File: src/rtl/coefficient_codec_pkg.sv
// Shared definitions for the JPEG coefficient magnitude codec (EXTEND side).
package coefficient_codec_pkg;

  localparam int DEFAULT_COEF_WIDTH = 16;
  localparam int DEFAULT_LEN_WIDTH  = 4;

  // Largest legal magnitude category for the default coefficient width.
  localparam int MAX_CATEGORY = DEFAULT_COEF_WIDTH - 1;

  typedef enum logic [1:0] {
    IDLE   = 2'd0,
    SHIFT  = 2'd1,
    OUTPUT = 2'd2
  } dec_state_e;

endpackage : coefficient_codec_pkg

File: src/rtl/coefficient_extend.sv
// EXTEND: maps an L-bit appended field V back to its signed coefficient.
// Positive values are sent verbatim; negative values are sent as V + (2^L - 1),
// so a cleared MSB means the field must be re-biased by -(2^L - 1).
module coefficient_extend
  import coefficient_codec_pkg::*;
#(
  parameter int COEF_WIDTH = DEFAULT_COEF_WIDTH,
  parameter int LEN_WIDTH  = DEFAULT_LEN_WIDTH
) (
  input  logic        [COEF_WIDTH-2:0] v_i,
  input  logic        [LEN_WIDTH-1:0]  l_i,
  output logic signed [COEF_WIDTH-1:0] coef_o
);

  logic [COEF_WIDTH-1:0] v_ext;
  logic [COEF_WIDTH-1:0] pow;
  logic [COEF_WIDTH-1:0] mask;
  logic [COEF_WIDTH-1:0] v_masked;
  logic                  msb;

  // Arithmetic is modulo 2^COEF_WIDTH: identical to a wider subtraction
  // followed by truncation, and L never exceeds COEF_WIDTH-1 so 2^L fits.
  assign v_ext    = {1'b0, v_i};
  assign pow      = COEF_WIDTH'(1) << l_i;
  assign mask     = pow - COEF_WIDTH'(1);
  assign v_masked = v_ext & mask;
  // pow >> 1 selects bit L-1; it is zero for L == 0, giving a result of 0.
  assign msb      = |(v_masked & (pow >> 1));
  assign coef_o   = msb ? v_masked : (v_masked - mask);

endmodule : coefficient_extend

File: src/rtl/coefficient_decoder.sv
// Serial coefficient decoder: takes a magnitude category, consumes that many
// scan bits MSB first, and presents the reconstructed signed coefficient.
module coefficient_decoder
  import coefficient_codec_pkg::*;
#(
  parameter int COEF_WIDTH = DEFAULT_COEF_WIDTH,
  parameter int LEN_WIDTH  = DEFAULT_LEN_WIDTH
) (
  input  logic                         clock,
  input  logic                         reset,
  input  logic                         len_valid,
  output logic                         len_ready,
  input  logic        [LEN_WIDTH-1:0]  len_in,
  input  logic                         bit_valid,
  output logic                         bit_ready,
  input  logic                         bit_in,
  output logic                         coef_valid,
  input  logic                         coef_ready,
  output logic signed [COEF_WIDTH-1:0] coefficient
);

  localparam int SW      = COEF_WIDTH - 1;
  localparam int MAX_LEN = COEF_WIDTH - 1;

  dec_state_e                  state_q, state_d;
  logic        [LEN_WIDTH-1:0] len_q, len_d;
  logic        [LEN_WIDTH-1:0] cnt_q, cnt_d;
  logic        [SW-1:0]        shift_q, shift_d;
  logic signed [COEF_WIDTH-1:0] coef_q, coef_d;
  logic                        len_ready_q, len_ready_d;
  logic                        bit_ready_q, bit_ready_d;
  logic                        coef_valid_q, coef_valid_d;
  logic        [LEN_WIDTH-1:0] len_clamped;
  logic signed [COEF_WIDTH-1:0] ext_coef;

  // Out-of-range categories are clamped; only needed when LEN_WIDTH can
  // express values above COEF_WIDTH-1.
  if ((2 ** LEN_WIDTH - 1) > MAX_LEN) begin : g_clamp
    assign len_clamped = (len_in > LEN_WIDTH'(MAX_LEN)) ? LEN_WIDTH'(MAX_LEN) : len_in;
  end else begin : g_no_clamp
    assign len_clamped = len_in;
  end

  // Reconstruct from the shift register including the bit arriving now.
  coefficient_extend #(
    .COEF_WIDTH (COEF_WIDTH),
    .LEN_WIDTH  (LEN_WIDTH)
  ) u_extend (
    .v_i    (shift_d),
    .l_i    (len_q),
    .coef_o (ext_coef)
  );

  // State, datapath and registered handshake outputs.
  always_ff @(posedge clock) begin
    // NOTE: non-blocking assignments so every register samples pre-edge values.
    if (reset) begin
      state_q      <= IDLE;
      len_q        <= '0;
      cnt_q        <= '0;
      shift_q      <= '0;
      coef_q       <= '0;
      len_ready_q  <= 1'b1;
      bit_ready_q  <= 1'b0;
      coef_valid_q <= 1'b0;
    end else begin
      state_q      <= state_d;
      len_q        <= len_d;
      cnt_q        <= cnt_d;
      shift_q      <= shift_d;
      coef_q       <= coef_d;
      len_ready_q  <= len_ready_d;
      bit_ready_q  <= bit_ready_d;
      coef_valid_q <= coef_valid_d;
    end
  end

  // Next state and datapath updates driven by the three handshakes.
  always_comb begin
    // NOTE: defaults first so no path leaves a signal unassigned (no latch).
    state_d = state_q;
    len_d   = len_q;
    cnt_d   = cnt_q;
    shift_d = shift_q;
    coef_d  = coef_q;
    unique case (state_q)
      IDLE: begin
        if (len_valid && len_ready_q) begin
          len_d   = len_clamped;
          cnt_d   = len_clamped;
          shift_d = '0;
          if (len_clamped == '0) begin
            coef_d  = '0;
            state_d = OUTPUT;
          end else begin
            state_d = SHIFT;
          end
        end
      end
      SHIFT: begin
        if (bit_valid && bit_ready_q) begin
          shift_d = {shift_q[SW-2:0], bit_in};
          cnt_d   = cnt_q - LEN_WIDTH'(1);
          if (cnt_q == LEN_WIDTH'(1)) begin
            coef_d  = ext_coef;
            state_d = OUTPUT;
          end
        end
      end
      OUTPUT: begin
        if (coef_ready && coef_valid_q) begin
          state_d = IDLE;
        end
      end
      default: state_d = IDLE;
    endcase
  end

  // Handshake outputs decoded from the next state, then registered.
  always_comb begin
    len_ready_d  = (state_d == IDLE);
    bit_ready_d  = (state_d == SHIFT);
    coef_valid_d = (state_d == OUTPUT);
  end

  assign len_ready   = len_ready_q;
  assign bit_ready   = bit_ready_q;
  assign coef_valid  = coef_valid_q;
  assign coefficient = coef_q;

endmodule : coefficient_decoder
File: config.mk
export PLATFORM = sky130hd
export DESIGN_NAME = coefficient_decoder
export DESIGN_NICKNAME = d
export VERILOG_FILES = /design/src/rtl/coefficient_codec_pkg.sv /design/src/rtl/coefficient_extend.sv /design/src/rtl/coefficient_decoder.sv
export SDC_FILE = /design/constraint.sdc
export NUM_CORES = 1
export LEC_CHECK = 0
export BUFFER_PORTS_ARGS = -buffer_cell sky130_fd_sc_hd__buf_2
export CORE_MARGIN = 2
export CORE_UTILIZATION = 40
export DETAILED_ROUTE_END_ITERATION = 16
export SYNTH_ARGS = -nofsm -noshare
export SYNTH_HDL_FRONTEND = slang
export SYNTH_SLANG_ARGS = --single-unit
File: constraint.sdc
create_clock -name clock -period 3.5 [get_ports clock]
set_clock_uncertainty 0.2 [all_clocks]
set_input_delay 0.175 -clock clock [delete_from_list [all_inputs] [get_ports clock]]
set_output_delay 0.175 -clock clock [all_outputs]
set_load 0.05 [all_outputs]
# ---- Word-level counts from Yosys, hierarchy flattened
# Cells that the tools add are included.
dict set report op_classes {
  eq_ne 9
  n_reduce_logical 11
  n_bitwise 2
  mux 18
  n_addsub 3
  shift 1
}
# operator count
set ops {}
lappend ops {{2-to-1 mux 16 bit} 5}
lappend ops {{one-hot mux 16 bit (2 select lines)} 1}
lappend ops {{2-to-1 mux 15 bit} 2}
lappend ops {{one-hot mux 15 bit (2 select lines)} 1}
lappend ops {{AND 15 x 16 -> 16 bit} 1}
lappend ops {{AND 16 x 15 -> 16 bit} 1}
lappend ops {{OR reduction 16 bit} 1}
lappend ops {{left shift 1 x 4 -> 16 bit (first input constant)} 1}
lappend ops {{subtractor 16 x 1 -> 16 bit (second input constant)} 1}
lappend ops {{subtractor 16 bit} 1}
lappend ops {{2-to-1 mux 2 bit} 5}
lappend ops {{2-to-1 mux 4 bit} 2}
lappend ops {{!= test 2 bit (second input constant)} 4}
lappend ops {{one-hot mux 4 bit (2 select lines)} 1}
lappend ops {{one-hot mux 2 bit (3 select lines)} 1}
lappend ops {{AND reduction 5 bit} 1}
lappend ops {{equality test 2 x 1 -> 1 bit (second input constant)} 2}
lappend ops {{equality test 2 bit (second input constant)} 2}
lappend ops {{equality test 4 x 1 -> 1 bit (second input constant)} 1}
lappend ops {{zero test 2 bit} 2}
lappend ops {{zero test 4 bit} 1}
lappend ops {{subtractor 4 x 1 -> 4 bit (second input constant)} 1}
lappend ops {{logical AND 1 bit} 3}
lappend ops {{AND reduction 3 bit} 1}
lappend ops {{2 further kinds} 2}
dict set report totals {
  output_inout_bits 19
  regBits 44
  inputBits 10
}

# ---- Logic depth before layout (Yosys ltp)
# Gate-level depths: netlist of the first run.
dict set report depth {
  ltp_word 10
  depth_mapped 14
  ltp_nobuf 12
}

# ---- Modules after synthesis
# From an unflattened synthesis of the first run, not the netlist that was laid out.
dict set report hier_totals {
  hier_cells 397
  area_unflattened_um2 3083.0
}
# mod seq_area_each_um2 cells_each area_per_inst_um2 n_inst
set by_module_without_submodules {}
lappend by_module_without_submodules {coefficient_decoder 880.8 228 1966.9 1}
lappend by_module_without_submodules {coefficient_extend 0.0 169 1116.1 1}

# ---- Least setup slack after synthesis of the first run
# No wires, ideal clock.
dict set report synth_timing {
  kind {reg2reg}
  start {register bit_ready_q (netlist: bit_ready)}
  end {register coef_q[14] (netlist: coefficient[14])}
  setup_slack_ns 0.239
  path_stages_with_launch 12
  t_arrival_ns 2.936
  setup_ns 0.124
  path_cell_list {dfxtp_1 -> and4b_1 -> buf_4 -> a221o_1 -> ha_1 -> nand2_1 -> o211ai_1 -> nand4_1 -> or3_1 -> or3_1 -> o211ai_1 -> nand3_1}
}
dict set report synth_between {
  elab_chain_cells 10
  elab_cells_between_ends 13
  cone_classes {add/sub: 1; eq/ne: 1; mux: 6; bitwise: 2; reduce/logical: 3}
}
# element line_no
set synth_lines {}
lappend synth_lines {{from (decl)} coefficient_decoder.sv:31} ;# logic bit_ready_q, bit_ready_d;
lappend synth_lines {{from (signal assigned)} coefficient_decoder.sv:73} ;# bit_ready_q <= bit_ready_d;
lappend synth_lines {{logical AND 1 bit (*)} coefficient_decoder.sv:101} ;# if (bit_valid && bit_ready_q) begin
lappend synth_lines {{branches (longest 9 deep; another with subtractor 16 bit)} --}
lappend synth_lines {{to (signal assigned)} coefficient_decoder.sv:71} ;# coef_q <= coef_d;
lappend synth_lines {{to (decl)} coefficient_decoder.sv:29} ;# logic signed [COEF_WIDTH-1:0] coef_q, coef_d;
# Every way passes the cells marked *. The select of a mux whose other input is x is not followed.
# A chain may end at the register's enable or synchronous reset.

# ---- Worst setup path in the final report of the first run
dict set report layout_timing {
  start {register len_q[0]}
  end {register coef_q[14] (netlist: coefficient[14])}
}
dict set report layout_between {
  elab_chain_cells 9
  elab_cells_between_ends 10
  cone_classes {add/sub: 2; shift: 1; mux: 4; bitwise: 2; reduce/logical: 1}
}
# element line_no
set layout_lines {}
lappend layout_lines {{from (decl)} coefficient_decoder.sv:26} ;# logic [LEN_WIDTH-1:0] len_q, len_d;
lappend layout_lines {{from (signal assigned)} coefficient_decoder.sv:68} ;# len_q <= len_d;
lappend layout_lines {{left shift 1 x 4 -> 16 bit (*)} coefficient_extend.sv:24} ;# assign pow = COEF_WIDTH'(1) << l_i;
lappend layout_lines {{branches (longest 4 deep; another with subtractor 16 x 1 -> 16 bit)} --}
lappend layout_lines {{2-to-1 mux 16 bit (*)} coefficient_extend.sv:29} ;# assign coef_o = msb ? v_masked : (v_masked - mask);
lappend layout_lines {{2-to-1 mux 16 bit (*)} coefficient_decoder.sv:104} ;# if (cnt_q == LEN_WIDTH'(1)) begin
lappend layout_lines {{2-to-1 mux 16 bit (*)} coefficient_decoder.sv:101}
lappend layout_lines {{one-hot mux 16 bit (2 select lines) (*)} coefficient_decoder.sv:86} ;# unique case (state_q)
# Marks and branches as above.

==> impl_results.md, run 1 <==
* Worst path required time at 3490 ps
* Fin worst setup slack at just under 300 ps
* Yosys warns at 0
* DIE AREA at about 8000 sq um
* Max frequency at about 310 MHz
* Max FO, Critical Path at 6
* Final slew viol count at 0
* Largest net degree at the start of global routing at 33
* First-pass GRT wire length at 14,590 microns
* Final Cycle Share at 0.9156
* Placed Area at ~3200 sq um
* Initial Util at 0.4085
* Postcts setup bufs at 0
* Area Growth Syn to Fin at 14.64%
* Total CTS buffers at 5
* Synthesized Nets at approximately 400
* Hold Vio Cnt, Final at 0
* N_diodes at 0
* Initial antenna violation count at 0
* Share of cells above drive strength 1 at 0.1599
* Primary FF master, synth: dfxtp_1
* Async S/R FF share, synth at 0
* Syn Area/Cell at 7.575 sq um
* Routed wire per std cell at 17.33 microns
* Fin crit period at roughly 3200 ps
* Count leader, synth: nand2_1
* EDFF count, synth at 0
* # IOs at 29
* Final ANT Viol Nets at 0
* Die Span X at between 80 and 90 microns
* Synth Instances at between 300 and 400
* Fillcell total at about 700
* Post-synth top area cell: dfxtp_1
* Final Wtd Congestion at 0.9176
* Final setup violating endpoints at 0
* Die Y at 89.61 microns
* Gr usage total at 0.2371
* WS Path Type: flop to flop
* Pre-CTS setup slack at 219.3 ps
* Share of the synthesized area in the top cell type at 0.3005
* Number of port buffers at 28
* Leakage at between 1 and 1.5 nW
* Final WL at between 8000 and 9000 microns
* Final net count at 432
* CP arrival at roughly 3200 ps
* Peak VDD IR at 0.1473 mV
* Number of vias per cell at 6.037
* PD cells at 380.3 nW/um^2
* Max-slew headroom at 0.5941
* Synth Register Bits at 44
* Setup TNS at 0 ps
* Largest cells by area after synthesis: dfxtp_1, nand2_1, nor2_1
* Clock sink count at 44
* Fin Hold WS at 18.56 ps
* Sequential-to-total area share from yosys stat at 0.3005
* Clk root buf: clkbuf_8
* Via count at about 3,100
* Residual DRC count at 0
* HPWL Detailed at between 6000 and 7000 microns
* Detailed Routing Iterations Pass 1 at 4
* Vias in the first global route at ~3,000
* Worst slew pin tran at roughly 600 ps
* Area of the mapped netlist at about 2900 sq um
* Core Region at slightly above 7000 sq um
* Grt ovf at 0
* Clk pin slew, worst setup/hold paths at approximately 90 ps
* Distinct cells, synth at 67
* CTS tree: yes
* Clock buffer depth at 2
* Row count at 31
* Max-Cap Viols at 0
* Synth top cells by count: nand2_1, dfxtp_1, nor2_1, nand3_1, a21oi_1
* Critical Path Start Type: flop
* Status: complete, no violations
* Unrepaired setup endpoints after global routing: no
* Clock Latency Late Sink at around 300 ps
* Hold WC Path Type: input pin to flop
* Iteration-0 DRC Markers at 300
* Crit end category: flop
* Cell area after layout at roughly 3400 sq um
* H-tree depth at 2
-- power breakdown --
group	leakage [nW]	switching, W	total [W]	internal [W]
registers	0.356	0.0000161	0.000532	0.000515
clock network	0.0510	0.000180	0.000338	0.000158
logic	0.922	0.000260	0.000408	0.000148
total	1.33	0.000457	0.00128	0.000821
-- per-layer routing --
| metal | share of wire | wire (microns) | up-vias | track usage |
|---|---|---|---|---|
| met2 | 0.45 | 4051 | 131 | 0.3737 |
| li1 | - | - | 1506 | - |
| met3 | 0.068 | 613 | 35 | 0.05027 |
| met4 | 0.043 | 387 | 0 | 0.1303 |
| met5 | 0 | 0 | - | 0 |
| met1 | 0.44 | 3925 | 1455 | 0.3013 |
-- cells in the final DEF (no fill, tap or decap), types with 6 or more instances in the layout --
cell      count
nand2_1      49
dfxtp_1      44
nor2_1       42
buf_2        28
nand3_1      21
a21oi_1      18
buf_4        17
nor3_1       16
o21ai_0      15
a22oi_1      11
and2_1        8
o211ai_1      8
mux2i_1       7
nand4_1       7
o21ai_1       6
clkbuf_8      6
-- final timing paths --
path	end	start	cells past startpoint	slack, ps
worst max-delay path	coefficient[14]	len_q[0]	12	300
worst min-delay path	coef_valid	coef_ready	4	20
worst max register to register	coefficient[14]	len_q[0]	12	300
worst min register to register	coefficient[2]	coefficient[2]	2	250
-- flip-flops by register name (all words and copies together), names as in the netlist --
name / flops
coefficient: 16
shift_q: 15
cnt_q: 4
len_q: 4
state_q: 2
bit_ready: 1
coef_valid: 1
len_ready: 1
-- cell type report --
| type | instances | area (sq um) | area share |
|---|---|---|---|
| clock buffer | 6 | 82.58 | 0.02457 |
| tap | 99 | 123.9 | 0.03686 |
| multi-input combinational | 312 | 1917 | 0.5704 |
| timing repair buffer | 50 | 327.8 | 0.09754 |
| sequential | 44 | 880.8 | 0.2621 |
| inverter | 5 | 18.77 | 0.005585 |
| clock inverter | 2 | 10.01 | 0.002978 |
-- cell families (layout without fill, tap and decap cells) --
group | after synthesis | after routing | share of synthesized area
AOI/OAI and AO/OA | 105 | 105 | 0.2548
buffers and inverters | 31 | 63 | 0.05079
xor gates and xnor gates | 4 | 4 | 0.01195
adders and majority gates | 4 | 4 | 0.01707
DFF | 44 | 44 | 0.3005
and+or+nand+nor | 192 | 192 | 0.3410
muxes | 7 | 7 | 0.02390
-- what timing repair did --
item | 4_1_cts | 5_1_grt
hold endpoints to repair | 5 | 0
resized for setup | 0 | 4
setup endpoints to repair | 0 | 2
hold buffers | 4 | 0
-- per-stage QoR --
| step | instances | util | power [W] |
|---|---|---|---|
| after floorplan | 387 | - | 0.0008260 |
| after global placement | 506 | 0.4478 | 0.0009340 |
| after detailed placement | 506 | 0.4478 | 0.0009358 |
| after CTS | 518 | 0.4663 | 0.001281 |
| after global routing | 518 | 0.4684 | 0.001354 |
| final | 518 | 0.4684 | 0.001278 |
-- worst max-delay path, cell delays in order, from the launching register on --
cell,delay [ps]
dfxtp_1,340
nor2_1,180
nand2_1,150
ha_1,360
a221o_1,190
ha_1,240
nand2_1,70
o211ai_1,210
nand4_1,170
or3_4,400
or3_1,340
o211ai_1,170
nand3_1,90
(Power assumes the default switching activity.)
==> run 2: changes to the inputs <==
--- a/config.mk
+++ b/config.mk
@@ -8,6 +8,7 @@
 export BUFFER_PORTS_ARGS = -buffer_cell sky130_fd_sc_hd__buf_2
 export CORE_MARGIN = 2
 export CORE_UTILIZATION = 40
+export CTS_BUF_LIST = sky130_fd_sc_hd__clkbuf_2
 export DETAILED_ROUTE_END_ITERATION = 16
 export SYNTH_ARGS = -nofsm -noshare
 export SYNTH_HDL_FRONTEND = slang
==> run 2 against run 1 <==
Effect of this change:
- routed wire length increased by 0.63%
- via count increased by 0.90%
- combinational power hardly changed
- global-route usage about the same
- critical path depth unchanged
- sequential share of layout area up 0.35 points
- die area did not move
- critical path type unchanged
- largest power group unchanged
==> impl_results.md, run 2 (synthesis results as in run 1) <==
* Worst path required time at around 3700 ps
* Fin crit period at 3231 ps
* Hold WC Path Type: input pin to flop
* Postcts setup bufs at 0
* Max frequency at 309.5 MHz
* Crit end category: flop
* CP arrival at about 3400 ps
* Final Wtd Congestion at around 0.92
* Area Growth Syn to Fin at 13.15%
* Final setup violating endpoints at 0
* Clk root buf: clkbuf_2
* Slowest cell on the critical path: or3_4
* Pre-CTS setup slack at roughly 220 ps
* CP top delay family: simple AND/OR/NAND/NOR gates
* Max-Cap Viols at 0
* WS Path Type: flop to flop
* Unrepaired setup endpoints after global routing: no
* Die Span X at 89.61 microns
* Peak VDD IR at approximately 0.15 mV
* Crit path cell chain: nor2_1 > nand2_1 > ha_1 > a221o_1 > ha_1 > nand2_1 > o211ai_1 > nand4_1 > or3_4 > or3_1 > o211ai_1 > nand3_1
* Iteration-0 DRC Markers at around 270
* Final ANT Viol Nets at 0
* Clock Latency Late Sink at between 400 and 500 ps
* Final WL at about 9000 microns
* Worst R2R Start: len_q[0]
* Leakage at between 1 and 1.5 nW
* H-tree depth at 2
* Setup TNS at 0 ps
* Worst Reg-to-Reg Cells at 12
* Routed wire per std cell at roughly 17 microns
* Placed Area at between 3000 and 4000 sq um
* N_diodes at 0
* PD cells at 350.3 nW/um^2
* Final slew viol count at 0
* Clock sink count at 44
* Via count at between 3,000 and 4,000
* Min-delay src: reset
* HPWL Detailed at between 6000 and 7000 microns
* Status: complete, no violations
* Commonest non-fill, non-tap cell in the layout: nand2_1
* Most frequent cells in the layout: nand2_1, dfxtp_1, nor2_1, buf_2, nand3_1
* Register-to-register setup slack at roughly 270 ps
* Total CTS buffers at 5
* Share of cells above drive strength 1 at 0.1571
* Hold Vio Cnt, Final at 0
* Max FO, Critical Path at 6
* WP buf/inv at 0
* Final Cycle Share at 0.9233
* Largest register FFs at 16
* Clk pin slew, worst setup/hold paths at between 200 and 250 ps
* DIE AREA at ~8000 sq um
* Cell area after layout at approximately 3300 sq um
* # IOs at 29
* Fillcell total at between 700 and 800
* Largest net degree at the start of global routing at 33
* Number of port buffers at 28
* Clock buffer depth at 2
* Hold EP: shift_q[6]
* CTS tree: yes
* Detailed Routing Iterations Pass 1 at 5
* Fin worst setup slack at roughly 270 ps
* Initial antenna violation count at 0
* Initial Util at 0.4085
* Vias in the first global route at ~3,000
* Final net count at about 430
* First-pass GRT wire length at 14,630 microns
* Core Region at 7176 sq um
* Worst slew pin tran at about 610 ps
* Die Y at approximately 90 microns
* Crit path largest cell delay at 400 ps
* Grt ovf at 0
* Residual DRC count at 0
* Row count at 31
* Critical Path Start Type: flop
* Max-slew headroom at 0.5914
* Hold Path Depth at 2
* Gr usage total at 0.2374
* Number of vias per cell at a little over 6
* Crit Reg-Reg Endpoint: coefficient[14]
run 2: power by group:
group	internal [W]	leakage (nW)	switching, W
Clock	0.0000448	0.0302	0.000174
Sequential	0.000517	0.356	0.0000161
Combinational	0.000149	0.926	0.000261
Total	0.000711	1.31	0.000451
run 2: layer usage:
layer / wire length, microns / track usage
met1: 3987 / 0.3008
met3: 489 / 0.04845
met5: 0 / 0
met2: 4169 / 0.3770
met4: 387 / 0.1303
run 2: through the flow:
| step | cells | total power, W | hold WS (ps) | util |
|---|---|---|---|---|
| 2_1_floorplan | 387 | 0.0008260 | 65.56 | - |
| 3_3_place_gp | 506 | 0.0009340 | 238.2 | 0.4478 |
| 3_5_place_dp | 506 | 0.0009358 | 241.8 | 0.4478 |
| 4_1_cts | 519 | 0.001161 | 7.702 | 0.4602 |
| 5_1_grt | 519 | 0.001234 | 9.913 | 0.4622 |
| 6_report | 519 | 0.001162 | 11.56 | 0.4622 |
run 2: timing repair:
action | CTS | global route
hold buffers | 5 | 0
endpoints found under the setup margin | 0 | 2
hold endpoints to repair | 11 | 0
gates resized for setup | 0 | 4
run 2: final cells by class:
class / count / area [sq um] / share of cell area
Clock inverter: 3 / 13.76 / 0.004149
Timing Repair Buffer: 51 / 337.8 / 0.1018
Tap cell: 99 / 123.9 / 0.03734
Inverter: 5 / 18.77 / 0.005658
Clock buffer: 5 / 25.02 / 0.007544
Multi-Input combinational cell: 312 / 1917 / 0.5779
Sequential cell: 44 / 880.8 / 0.2656
run 2: worst max-delay path by stage:
stage | start | end | slack, ps | cells past startpoint
6_report | len_q[0] | coefficient[14] | 270 | 12
5_1_grt | len_q[0] | coefficient[14] | 50 | 12
4_1_cts | len_q[0] | coefficient[14] | 220 | 11
3_5_place_dp | state_q[0] | coefficient[14] | 220 | 10
3_3_place_gp | state_q[0] | coefficient[14] | 310 | 10
2_1_floorplan | bit_ready | coefficient[14] | 240 | 11
run 2: worst reg2reg max path: stages, from the launching register on:
cell	delay, ps
dfxtp_1	380
nor2_1	180
nand2_1	160
ha_1	360
a221o_1	190
ha_1	230
nand2_1	70
o211ai_1	220
nand4_1	170
or3_4	400
or3_1	340
o211ai_1	170
nand3_1	90
==> run 3: changes to the inputs <==
--- a/config.mk
+++ b/config.mk
@@ -5,11 +5,12 @@
 export SDC_FILE = /design/constraint.sdc
 export NUM_CORES = 1
 export LEC_CHECK = 0
-export BUFFER_PORTS_ARGS = -buffer_cell sky130_fd_sc_hd__buf_2
+export BUFFER_PORTS_ARGS = -buffer_cell sky130_fd_sc_hd__buf_4
 export CORE_MARGIN = 2
 export CORE_UTILIZATION = 40
 export CTS_BUF_LIST = sky130_fd_sc_hd__clkbuf_2
 export DETAILED_ROUTE_END_ITERATION = 16
+export SLEW_MARGIN = 20
 export SYNTH_ARGS = -nofsm -noshare
 export SYNTH_HDL_FRONTEND = slang
 export SYNTH_SLANG_ARGS = --single-unit
==> run 3 against run 2 <==
Effect of this change:
- register-to-register slack got worse by 30 ps
- sequential share of layout area fell by 1.3 points
- global-route usage rose by 0.20 points
- critical endpoint is now coefficient[12]
- flip-flop and latch count did not move
- die area did not move
- first-iteration DRC count fell by 3.3%
- fmax fell by 0.86%
- core utilization rose by 2.5 points
- cell count rose by 1.9%
- clock-buffer cell count rose by 1
==> impl_results.md, run 3 (synthesis results as in run 1) <==
* WP depth at 12
* Vias in the first global route at approximately 3,000
* Clock buffer depth at 2
* Unrepaired setup endpoints after global routing: no
* Status: complete, no violations
* Largest register FFs at 16
* Final WL at between 9000 and 10,000 microns
* Max-slew headroom at 0.6159
* Most frequent cells in the layout: nand2_1, buf_4, dfxtp_1, nor2_1, nand3_1
* Max layer used: met4
* WP buf/inv at 0
* Row count at 31
* Met2 wire length at between 4000 and 5000 microns
* Hold Path Depth at 2
* Residual DRC count at 0
* H-tree depth at 2
* Routed wire per std cell at 17.47 microns
* First-pass GRT wire length at ~15,000 microns
* Total CTS buffers at 5
* Clock sink count at between 40 and 50
* Final Cycle Share at 0.9313
* Worst slew pin tran at about 570 ps
* Cell Count, Final, Fillers Out at 529
* Number of vias per cell at around 6.1
* Detailed Routing Iterations Pass 1 at 5
* Overall Power at approximately 0.0013 W
* Commonest non-fill, non-tap cell in the layout: nand2_1
* HPWL Detailed at roughly 6800 microns
* Initial antenna violation count at 0
* Final net count at between 400 and 500
* Crit end category: flop
* PD cells at roughly 360 nW/um^2
* Clock Latency Late Sink at between 400 and 500 ps
* Met1 wire length at roughly 4000 microns
* Die Y at around 90 microns
* Crit path largest cell delay at approximately 420 ps
* Placed Area at about 3300 sq um
* Grt ovf at 0
* Gr usage total at 0.2394
* Crit path cell chain: nor2b_2 > nand2_1 > ha_1 > a221o_1 > ha_1 > nand2_1 > o211ai_1 > nand4_1 > or3_1 > nand2b_1 > a221oi_1 > o221ai_1
* Hold WC Path Type: flop to flop
* Slowest cell on the critical path: dfxtp_1
* Setup TNS at 0 ps
* Initial Util at 0.4085
* Number of port buffers at 28
* Fillcell total at slightly above 700
* Fin crit period at approximately 3300 ps
* Core Region at ~7200 sq um
* Final ANT Viol Nets at 0
* Leakage at ~1.4 nW
* Max FO, Critical Path at 6
* N_diodes at 0
* Final Wtd Congestion at 0.9625
* Share of cells above drive strength 1 at 0.1628
* Placed Instances at 508
* Area Growth Syn to Fin at 19.21%
* Via count at approximately 3,200
* WS Path Type: flop to flop
* Fin Hold WS at approximately 280 ps
* Met3 WL post-DR at 562 microns
* Max frequency at between 300 and 400 MHz
* Die Span X at 89.61 microns
* Hold Vio Cnt, Final at 0
* Largest net degree at the start of global routing at 33
* Worst path required time at around 3700 ps
* CTS tree: yes
* Postcts setup bufs at 0
* Clk pin slew, worst setup/hold paths at approximately 250 ps
* Final slew viol count at 0
* Cell area after layout at roughly 3500 sq um
* Clk root buf: clkbuf_2
* CP arrival at between 3000 and 4000 ps
* Final setup violating endpoints at 0
* Worst Reg-to-Reg Cells at 12
* Peak VDD IR at around 0.18 mV
* # IOs at 29
* Iteration-0 DRC Markers at ~260
* DIE AREA at between 8000 and 9000 sq um
* CP top delay family: simple AND/OR/NAND/NOR gates
* Critical Path Start Type: flop
* Max-Cap Viols at 0
## run 3: repair_timing
item	4_1_cts	5_1_grt
endpoints found under the setup margin	0	2
hold buffers	13	0
hold endpoints to repair	29	0
gates resized for setup	0	5
## run 3: final cells by class
cell class / count / area [sq um] / share of cell area
clock buffers: 6 / 30.03 / 0.008593
clock inverters: 2 / 35.03 / 0.01003
multi-input cells: 312 / 1913 / 0.5474
repair buffers: 61 / 490.5 / 0.1404
well taps: 99 / 123.9 / 0.03545
inverters: 5 / 18.77 / 0.005371
flip-flops and latches: 44 / 883.3 / 0.2528
## run 3: final timing paths
kind                                     start               to  slack (ps)
worst max register to register        len_q[0]  coefficient[12]         240
worst max-delay path                  len_q[0]  coefficient[12]         240
worst min register to register  coefficient[1]   coefficient[1]         280
worst min-delay path            coefficient[1]   coefficient[1]         280
## run 3: worst register-to-register path, cell delays in order (launching register included)
cell and delay, ps:
dfxtp_1 420, nor2b_2 220, nand2_1 100, ha_1 340
a221o_1 200, ha_1 250, nand2_1 70, o211ai_1 230
nand4_1 150, or3_1 420, nand2b_1 180, a221oi_1 270
o221ai_1 140
## run 3: per-stage QoR
stage | setup slack (ps) | utilization
after floorplan | 239.5 | -
after detailed placement | 216.3 | 0.4579
after CTS | 206.5 | 0.4851
after global routing | 16.39 | 0.4870
final | 240.6 | 0.4870
after global placement | 291.0 | 0.4579
## run 3: metal layers
layer  GRT usage  vias to the layer above
li1            -                     1539
met1      0.3144                     1548
met2      0.3937                      128
met3     0.03839                       20
met4     0.09227                        0
met5           0                        -
## run 3: power breakdown
part           leakage, nW  internal (W)  switching (W)
Combinational        0.978      0.000162       0.000265
Sequential           0.357      0.000518      0.0000165
Clock               0.0430      0.000123       0.000181
